==> src/rtl/difftest_step_gen.sv <==
// Purpose : batches per-cycle commit-valid lanes into difftest step counts for the co-sim harness.
// Latency : 1 cycle; an emit edge drives difftest_step for exactly the following cycle.
// Backpressure: none; the harness must accept every nonzero step, and commits are never stalled.
//
// Ports:
//   clock         - sole clock, rising edge
//   reset         - asynchronous, active-high; discards any pending count without emitting
//   commit_valid  - one bit per instruction committed this cycle
//   flush         - trap / end-of-run; forces an emit of everything pending and halts the block
//   difftest_step - registered commit count, nonzero only in the cycle after an emit
//   pending       - registered accumulated count not yet handed to the harness
//   halted        - registered, set once a flush has been emitted, cleared only by reset
module difftest_step_gen #(
  parameter int COMMIT_WIDTH = 8,
  parameter int STEP_WIDTH   = 8,
  parameter int BATCH_THRESH = 64,
  parameter int TIMEOUT      = 1024
) (
  input  logic                    clock,
  input  logic                    reset,
  input  logic [COMMIT_WIDTH-1:0] commit_valid,
  input  logic                    flush,
  output logic [STEP_WIDTH-1:0]   difftest_step,
  output logic [STEP_WIDTH-1:0]   pending,
  output logic                    halted
);

  // Timer only ever needs to reach TIMEOUT-1.
  localparam int TIMER_W = (TIMEOUT > 1) ? $clog2(TIMEOUT) : 1;
  localparam longint STEP_MAX = (longint'(1) << STEP_WIDTH) - 1;

  // pending < BATCH_THRESH outside an emit, so pending + popcount stays below
  // BATCH_THRESH + COMMIT_WIDTH; that bound must fit in STEP_WIDTH bits.
  if (longint'(BATCH_THRESH) + longint'(COMMIT_WIDTH) > STEP_MAX) begin : g_bad_widths
    $error("difftest_step_gen: BATCH_THRESH + COMMIT_WIDTH exceeds 2^STEP_WIDTH - 1");
  end
  if (TIMEOUT < 1) begin : g_bad_timeout
    $error("difftest_step_gen: TIMEOUT must be at least 1");
  end

  localparam logic [STEP_WIDTH-1:0] THRESH_V   = STEP_WIDTH'(BATCH_THRESH);
  localparam logic [TIMER_W-1:0]    TIMER_LAST = TIMER_W'(TIMEOUT - 1);

  typedef enum logic [1:0] {
    S_IDLE  = 2'd0,
    S_ACCUM = 2'd1,
    S_HALT  = 2'd2
  } state_t;

  state_t                state, state_nxt;
  logic [TIMER_W-1:0]    timer, timer_nxt;
  logic [STEP_WIDTH-1:0] step_nxt, pending_nxt;
  logic                  halted_nxt;
  logic [STEP_WIDTH-1:0] cnt;
  logic [STEP_WIDTH-1:0] total;
  logic                  emit;

  // Popcount of this cycle's commits.
  always_comb begin
    cnt = '0;
    for (int i = 0; i < COMMIT_WIDTH; i++) begin
      cnt = cnt + STEP_WIDTH'(commit_valid[i]);
    end
  end

  // Commits on the current edge always join the running count, so an emit on
  // this edge carries them and nothing is dropped or counted twice.
  assign total = pending + cnt;

  always_ff @(posedge clock or posedge reset) begin
    if (reset) begin
      state         <= S_IDLE;
      timer         <= '0;
      difftest_step <= '0;
      pending       <= '0;
      halted        <= 1'b0;
    end else begin
      state         <= state_nxt;
      timer         <= timer_nxt;
      difftest_step <= step_nxt;
      pending       <= pending_nxt;
      halted        <= halted_nxt;
    end
  end

  always_comb begin
    state_nxt   = state;
    timer_nxt   = timer;
    step_nxt    = '0;
    pending_nxt = pending;
    halted_nxt  = halted;
    emit        = 1'b0;

    case (state)
      S_IDLE, S_ACCUM: begin
        // Threshold, timeout and flush all collapse into one emit of total.
        emit = flush || (total >= THRESH_V) ||
               ((state == S_ACCUM) && (timer == TIMER_LAST));
        if (emit) begin
          step_nxt    = total;
          pending_nxt = '0;
          timer_nxt   = '0;
          if (flush) begin
            state_nxt  = S_HALT;
            halted_nxt = 1'b1;
          end else begin
            state_nxt = S_IDLE;
          end
        end else if (state == S_IDLE) begin
          if (cnt != '0) begin
            pending_nxt = total;
            timer_nxt   = '0;
            state_nxt   = S_ACCUM;
          end
        end else begin
          // No emit in ACCUM means timer < TIMEOUT-1, so the increment cannot wrap.
          // The timer keeps running across new commits: it bounds the age of the oldest one.
          pending_nxt = total;
          timer_nxt   = timer + TIMER_W'(1);
        end
      end
      S_HALT: begin
        pending_nxt = '0;
        timer_nxt   = '0;
        halted_nxt  = 1'b1;
      end
      default: begin
        state_nxt   = S_IDLE;
        pending_nxt = '0;
        timer_nxt   = '0;
      end
    endcase
  end

endmodule
==> config.mk <==
export PLATFORM = sky130hd
export DESIGN_NAME = difftest_step_gen
export DESIGN_NICKNAME = d
export VERILOG_FILES = /design/src/rtl/difftest_step_gen.sv
export SDC_FILE = /design/constraint.sdc
export NUM_CORES = 1
export LEC_CHECK = 0
export BUFFER_PORTS_ARGS = -buffer_cell sky130_fd_sc_hd__buf_2
export CAP_MARGIN = 20
export CORE_MARGIN = 3
export CORE_UTILIZATION = 40
export CTS_BUF_LIST = sky130_fd_sc_hd__clkbuf_16
export CTS_CLUSTER_SIZE = 14
export DETAILED_ROUTE_END_ITERATION = 16
export PLACE_DENSITY = 0.65
export SETUP_SLACK_MARGIN = 0.2
export SLEW_MARGIN = 40
export SYNTH_ARGS = -nofsm -noshare
export SYNTH_HDL_FRONTEND = slang
export SYNTH_SLANG_ARGS = --single-unit
==> constraint.sdc <==
create_clock -name clock -period 4.4 [get_ports clock]
set_input_delay 0.44 -clock clock [delete_from_list [all_inputs] [get_ports clock]]
set_output_delay 0.44 -clock clock [all_outputs]
set_load 0.005 [all_outputs]
==> flow_summary_export.csv, run 1 <==
group,metric,value,unit
cells_and_area,final_common_cell,"dfrtp_1",
grt,grt_max_degree,30,
grt,antenna_found_initial,0,
cts,clkTransAtPathRegs,0.05,ns
sta,final_max_slew_viol_count,0,
placement,dp_cells,260,
synthesis,ys_ff_latch,29,
routing,firstDrtPassIters,4,
floorplan,core_area,4120,um^2
cells_and_area,num_antenna_cells,0,
synthesis,synth.distinct_cells,40,
cells_and_area,syn2layout_area_growth,26.3,%
cts,numCtsBuffers,5,
flow_run,maxCapViolations,0,
sta,rsz0062_at_grt,"false",
setup_path,cpPeakStageDelay,0.59,ns
grt,grt_overflow,0,
setup_path,cp_slowest_cell,"fa_2",
grt,grt_pass1_vias,1362,
routing,drt-total-wl,3780,um
synthesis,yosysWarnings,0,
cells_and_area,stdcell_count,269,
cts,cts_tree,"built",
setup_path,worstPathMaxFanout,5,
cts,htreeDepth,2,
setup_path,path_buf_inv,6,
cts,cts_root_buf,"clkbuf_16",
synthesis,yosysTopAreaCellShare,0.413,
cells_and_area,layout_common_cells,"29 x dfrtp_1, 26 x buf_2, 21 x inv_1",
power_and_ir_drop,peakVddDrop,0.179,mV
floorplan,die-width,72.2,um
setup_path,critical_path.cell_chain,"buf_6 -> inv_2 -> fa_1 -> fa_1 -> fa_1 -> inv_1 -> ha_2 -> inv_2 -> fa_2 -> inv_2 -> ha_4 -> a211o_1 -> a311oi_2 -> a221oi_2 -> and4b_2 -> buf_4 -> nor3_1",
sta,max_clock_freq,0.245,GHz
floorplan,ios,28,
cts,cts_buffer_depth,2,
floorplan,dieArea,5220,um^2
cts,clock_latency,0.27,ns
synthesis,netlist.top_cell.by_area,"dfrtp_1",
sta,slew_headroom,0.581,
routing,route.detailed.drc,0,
synthesis,synthTopCellsByArea,"dfrtp_1 41%, ha_1 6.4%, fa_1 5.7%, inv_1 5.3%, nor2_1 4.3%",
synthesis,synthFlopType,"dfrtp_1",
cts,ctsHoldBuffers,0,
setup_path,crit_path_end_kind,"flip-flop",
sta,skew,0.00556,ns
routing,ant_nets,0,
setup_path,cp_top_family,"adder cells",
sta,worst_pin_slew,0.628,ns
routing,wl_per_cell,14.0,um
placement,place_hpwl,2800,um
placement,port_buffers,27,
floorplan,rows,23,
setup_path,worstSetupPathType,"in2reg",
placement,place_congestion,0.936,
sta,finalSetupTns,0,ns
grt,grt_pass1_wl,6400,um
setup_path,required,4.59,ns
grt,grt_usage,0.159,
sta,min_period,4.09,ns
worst_hold_path,hold_path.class,"in2async",
sta,finalHoldViolCount,0,
routing,vias,1347,
setup_path,cp.arrival,4.28,ns
synthesis,async_flop_share,1.00,
floorplan,initial_utilization,0.427,
sta,period_share,0.929,
cells_and_area,nets,244,
routing,drt-initial-drc-count,48,
synthesis,netlist_area,1760,um^2
run_status,outcome,"completed",
synthesis,synth.avg_cell_area,9.86,um^2
power_and_ir_drop,pwr_density_cell,345,nW/um^2
floorplan,die_y,72.2,um
setup_path,startpoint_type,"input port",
synthesis,syn_nets,203,
cells_and_area,postLayoutCoreUtil,0.539,
synthesis,syn_inst,178,
synthesis,synth_edf_count,0,
power_and_ir_drop,p_leak,1.07,nW
synthesis,yosysSeqAreaShare,0.413,
sta,setup_viol,0,
routing,vias_per_cell,5.01,
cts,clock_sinks,29,
cells_and_area,drive_above_1_share,0.324,
-- worst paths after layout --
check,from,end,slack [ns],cells past startpoint
max in group asynchronous,reset,difftest_step[7]$_DFF_PP0_,3.76,2
setup / recovery,commit_valid[0],difftest_step[4]$_DFF_PP0_,0.31,17
hold / removal,reset,pending[5]$_DFFE_PP0P_,0.25,2
hold reg to reg,halted$_DFFE_PP0P_,halted$_DFFE_PP0P_,0.47,1
min in group clock,flush,state[1]$_DFFE_PP0P_,0.45,3
setup reg to reg,pending[0]$_DFFE_PP0P_,difftest_step[5]$_DFF_PP0_,2.26,9
-- per-stage QoR --
| step | cell area, um^2 | total power [W] | hold slack (ns) | worst slack, ns |
|---|---|---|---|---|
| final | 2220 | 0.000764 | 0.245 | 0.312 |
| after global routing | 2220 | 0.000806 | 0.296 | 0.185 |
| after CTS | 2160 | 0.000748 | 0.274 | 0.194 |
| after detailed placement | 2010 | 0.000436 | 0.452 | -0.123 |
| after global placement | 2010 | 0.000434 | 0.448 | -0.104 |
| after floorplan | 1770 | 0.000388 | 0.465 | 0.207 |
-- worst reg2reg max path, delay by kind of cell, from the launching register on --
family | cells | cell delay (ns)
AO/OA/AOI/OAI | 1 | 0.07
adder cells (fa/ha/maj) | 2 | 0.62
XOR/XNOR | 1 | 0.21
buffers and inverters | 2 | 0.22
AND/OR/NAND/NOR | 3 | 0.51
flip-flops | 1 | 0.37
-- layout make-up --
cell class	count	area, um^2
clock buffers	5	125
clock inverters	2	7.51
fillers	394	1900
inverters	25	93.8
multi-input cells	118	960
flip-flops and latches	29	726
well taps	50	62.6
repair buffers	40	243
-- cell usage after synthesis, drive strengths merged (2+ instances only) --
master   n
o21ai    4
mux2i    3
and3     3
nor3     6
nor2    20
xnor2    7
nor2b    4
a211oi   3
buf      4
xor2     8
ha       9
and4     2
clkbuf   2
nand2   11
a22oi    6
inv     25
nand3    6
a21oi    5
or2      2
dfrtp   29
fa       5
-- power breakdown --
group | total [W] | leakage, nW | switching (W) | internal (W)
clock | 0.000305 | 0.0685 | 0.000104 | 0.000201
combinational | 0.000192 | 0.606 | 0.000110 | 0.0000823
sequential | 0.000267 | 0.395 | 0 | 0.000267
-- metal layers --
layer	up-vias	global-route usage	part of all wire
met2	28	0.237	0.44
met4	0	0.0564	0.015
met3	6	0.0443	0.055
li1	678	-	-
met5	-	0	0
met1	635	0.223	0.49
-- cell families (layout without fill, tap and decap cells) --
logic type	count (synthesis)	in the layout	synth area share
mux	3	3	0.0171
simple gates	58	58	0.172
compound gates	28	28	0.129
xor+xnor	15	15	0.0748
buf+inv	31	72	0.0727
flops	29	29	0.413
fa+ha+maj	14	14	0.121
-- registers in the layout (all words and copies together), names as in the netlist --
name and cells:
timer 10, pending 8, halted 1, difftest_step 8, state 2
-- what timing repair did --
item | in CTS | in global routing
setup endpoints to repair | 6 | 24
gates resized for setup | 2 | 14
setup buffers | 1 | 1
pin swaps | 2 | 3
(Power assumes the default switching activity.)
==> inputs of run 2 (changes only) <==
Settings changed: CORE_ASPECT_RATIO set to 0.8.
==> run 2 against run 1 <==
Critical path depth did not move; critical endpoint is now pending[7]$_DFFE_PP0P_; largest cell class unchanged; sequential share of layout area fell by 3.1 points; count of clock-buffer cells in the layout did not move; largest power group unchanged.
==> flow_summary_export.csv, run 2 (same netlist as run 1, synthesis figures left out) <==
group,metric,value,unit
sta,finalSetupTns,0,ns
setup_path,startpoint_type,"input port",
grt,grt_pass1_wl,6280,um
cells_and_area,largestRegisters,"timer x10, difftest_step x8, pending x8",
setup_path,worstPathMaxFanout,5,
setup_path,reg2reg_slack,2.25,ns
setup_path,required,4.55,ns
cts,htreeDepth,2,
setup_path,crit-reg2reg-capture,"pending[7]$_DFFE_PP0P_",
setup_path,worstSetupPathType,"in2reg",
cts,clock_latency,0.27,ns
grt,grt_pass1_vias,1257,
setup_path,cp_slowest_cell,"fa_2",
sta,min_period,4.28,ns
sta,max_clock_freq,0.234,GHz
cells_and_area,layout_common_cells,"29 x dfrtp_1, 26 x buf_2, 19 x inv_1",
cells_and_area,num_antenna_cells,0,
cells_and_area,stdcell_count,281,
sta,final_max_slew_viol_count,0,
placement,placed_area,2030,um^2
cells_and_area,fill_cells,350,
power_and_ir_drop,net-switching-power,0.000229,W
floorplan,rows,20,
setup_path,critical_path.cell_chain,"buf_6 -> inv_4 -> fa_1 -> fa_1 -> fa_1 -> inv_1 -> ha_2 -> inv_2 -> fa_2 -> inv_2 -> ha_4 -> a211o_1 -> a311oi_2 -> a221oi_2 -> and4b_1 -> buf_6 -> and4_1",
setup_path,r2r_cells,9,
power_and_ir_drop,seqPwrFrac,0.335,
run_status,outcome,"completed",
placement,place_congestion,0.811,
worst_hold_path,hold_path.class,"in2async",
sta,skew,0.00366,ns
floorplan,die-width,80.1,um
cells_and_area,final_cell_area,2450,um^2
setup_path,cpPeakStageDelay,0.61,ns
setup_path,critPathMostFrequentCell,"fa_1",
setup_path,reg2reg_from,"pending[0]$_DFFE_PP0P_",
cells_and_area,nets,251,
floorplan,ios,28,
power_and_ir_drop,clockPowerShare,0.381,
sta,worst_pin_slew,0.635,ns
routing,route.detailed.drc,0,
sta,finalHoldViolCount,0,
cts,numCtsBuffers,5,
floorplan,dieArea,5220,um^2
grt,grt_overflow,0,
routing,firstDrtPassIters,4,
floorplan,initial_utilization,0.438,
cts,clock_sinks,29,
routing,vias_per_cell,4.99,
cells_and_area,syn2layout_area_growth,39.3,%
routing,ant_nets,0,
cts,cts_root_buf,"clkbuf_16",
placement,port_buffers,27,
cells_and_area,drive_above_1_share,0.416,
sta,setup_viol,0,
cells_and_area,largest_reg_flops,10,
routing,drt-total-wl,3970,um
power_and_ir_drop,pwr_density_cell,326,nW/um^2
grt,grt_usage,0.162,
setup_path,crit_path_end_kind,"flip-flop",
power_and_ir_drop,peakVddDrop,0.223,mV
cts,cts_buffer_depth,2,
placement,dp_cells,266,
sta,slew_headroom,0.576,
routing,vias,1401,
grt,grt_max_degree,30,
cells_and_area,largest-register,"timer",
sta,rsz0062_at_grt,"true",
setup_path,cp.arrival,4.43,ns
flow_run,maxCapViolations,0,
placement,place_hpwl,2750,um
cells_and_area,postLayoutCoreUtil,0.611,
routing,drt-initial-drc-count,53,
grt,antenna_found_initial,0,
power_and_ir_drop,swShare,0.287,
routing,wl_per_cell,14.1,um
power_and_ir_drop,p_leak,1.15,nW
floorplan,core_area,4000,um^2
sta,period_share,0.972,
power_and_ir_drop,p_int,0.000569,W
power_and_ir_drop,combPwrFrac,0.284,
floorplan,die_y,65.3,um
cells_and_area,final_common_cell,"dfrtp_1",
cts,clkTransAtPathRegs,0.05,ns
cts,cts_tree,"built",
run 2: cell types whose count changed in the layout (fill, tap and decap cells not counted), sizes merged:
cell  delta
buf      +7
run 2: worst max-delay path by stage:
stage	slack, ns	end	cells after the start	startpoint
2_1_floorplan	0.21	pending[6]$_DFFE_PP0P_	16	commit_valid[0]
3_3_place_gp	-0.11	timer[8]$_DFFE_PP0P_	18	commit_valid[0]
3_5_place_dp	-0.18	pending[7]$_DFFE_PP0P_	18	commit_valid[0]
4_1_cts	0.19	pending[7]$_DFFE_PP0P_	17	commit_valid[0]
5_1_grt	0.01	pending[7]$_DFFE_PP0P_	17	commit_valid[3]
6_report	0.12	pending[7]$_DFFE_PP0P_	17	commit_valid[3]
run 2: layer usage:
metal	track usage	vias up	part of all wire
li1	-	692	-
met1	0.236	673	0.50
met2	0.219	31	0.43
met3	0.0562	5	0.057
met4	0.0570	0	0.011
met5	0	-	0
run 2: layout make-up:
| type | instances | area [um^2] | share of cell area |
|---|---|---|---|
| repair buffers | 47 | 323 | 0.132 |
| flip-flops and latches | 29 | 726 | 0.297 |
| inverters | 25 | 96.3 | 0.0394 |
| clock buffers | 5 | 125 | 0.0512 |
| clock inverters | 2 | 7.51 | 0.00307 |
| multi-input cells | 118 | 1100 | 0.450 |
| well taps | 55 | 68.8 | 0.0281 |
run 2: per-stage QoR:
| stage | power (W) | setup WS (ns) | hold WS [ns] |
|---|---|---|---|
| 2_1_floorplan | 0.000388 | 0.207 | 0.465 |
| 3_3_place_gp | 0.000428 | -0.107 | 0.449 |
| 3_5_place_dp | 0.000430 | -0.182 | 0.450 |
| 4_1_cts | 0.000750 | 0.191 | 0.259 |
| 5_1_grt | 0.000847 | 0.00979 | 0.294 |
| 6_report | 0.000798 | 0.122 | 0.236 |
run 2: power groups by stage:
stage | Combinational (W) | Sequential (W) | Clock [W]
2_1_floorplan | 0.000117 | 0.000272 | 0
3_3_place_gp | 0.000156 | 0.000272 | 0
3_5_place_dp | 0.000159 | 0.000272 | 0
4_1_cts | 0.000173 | 0.000267 | 0.000310
5_1_grt | 0.000250 | 0.000267 | 0.000330
6_report | 0.000226 | 0.000267 | 0.000304
run 2: critical path: cells and delay by family:
family / cells / cell delay (ns)
adders and majority gates: 6 / 2.46
AOI/OAI and AO/OA: 3 / 0.68
buffers and inverters: 6 / 0.42
and+or+nand+nor: 2 / 0.42
run 2: timing repair:
item | in CTS | in global routing
gates resized for setup | 5 | 51
pin swaps | 2 | 27
buffers inserted | 2 | 6
hold buffers | 0 | 0
setup endpoints to repair | 24 | 25
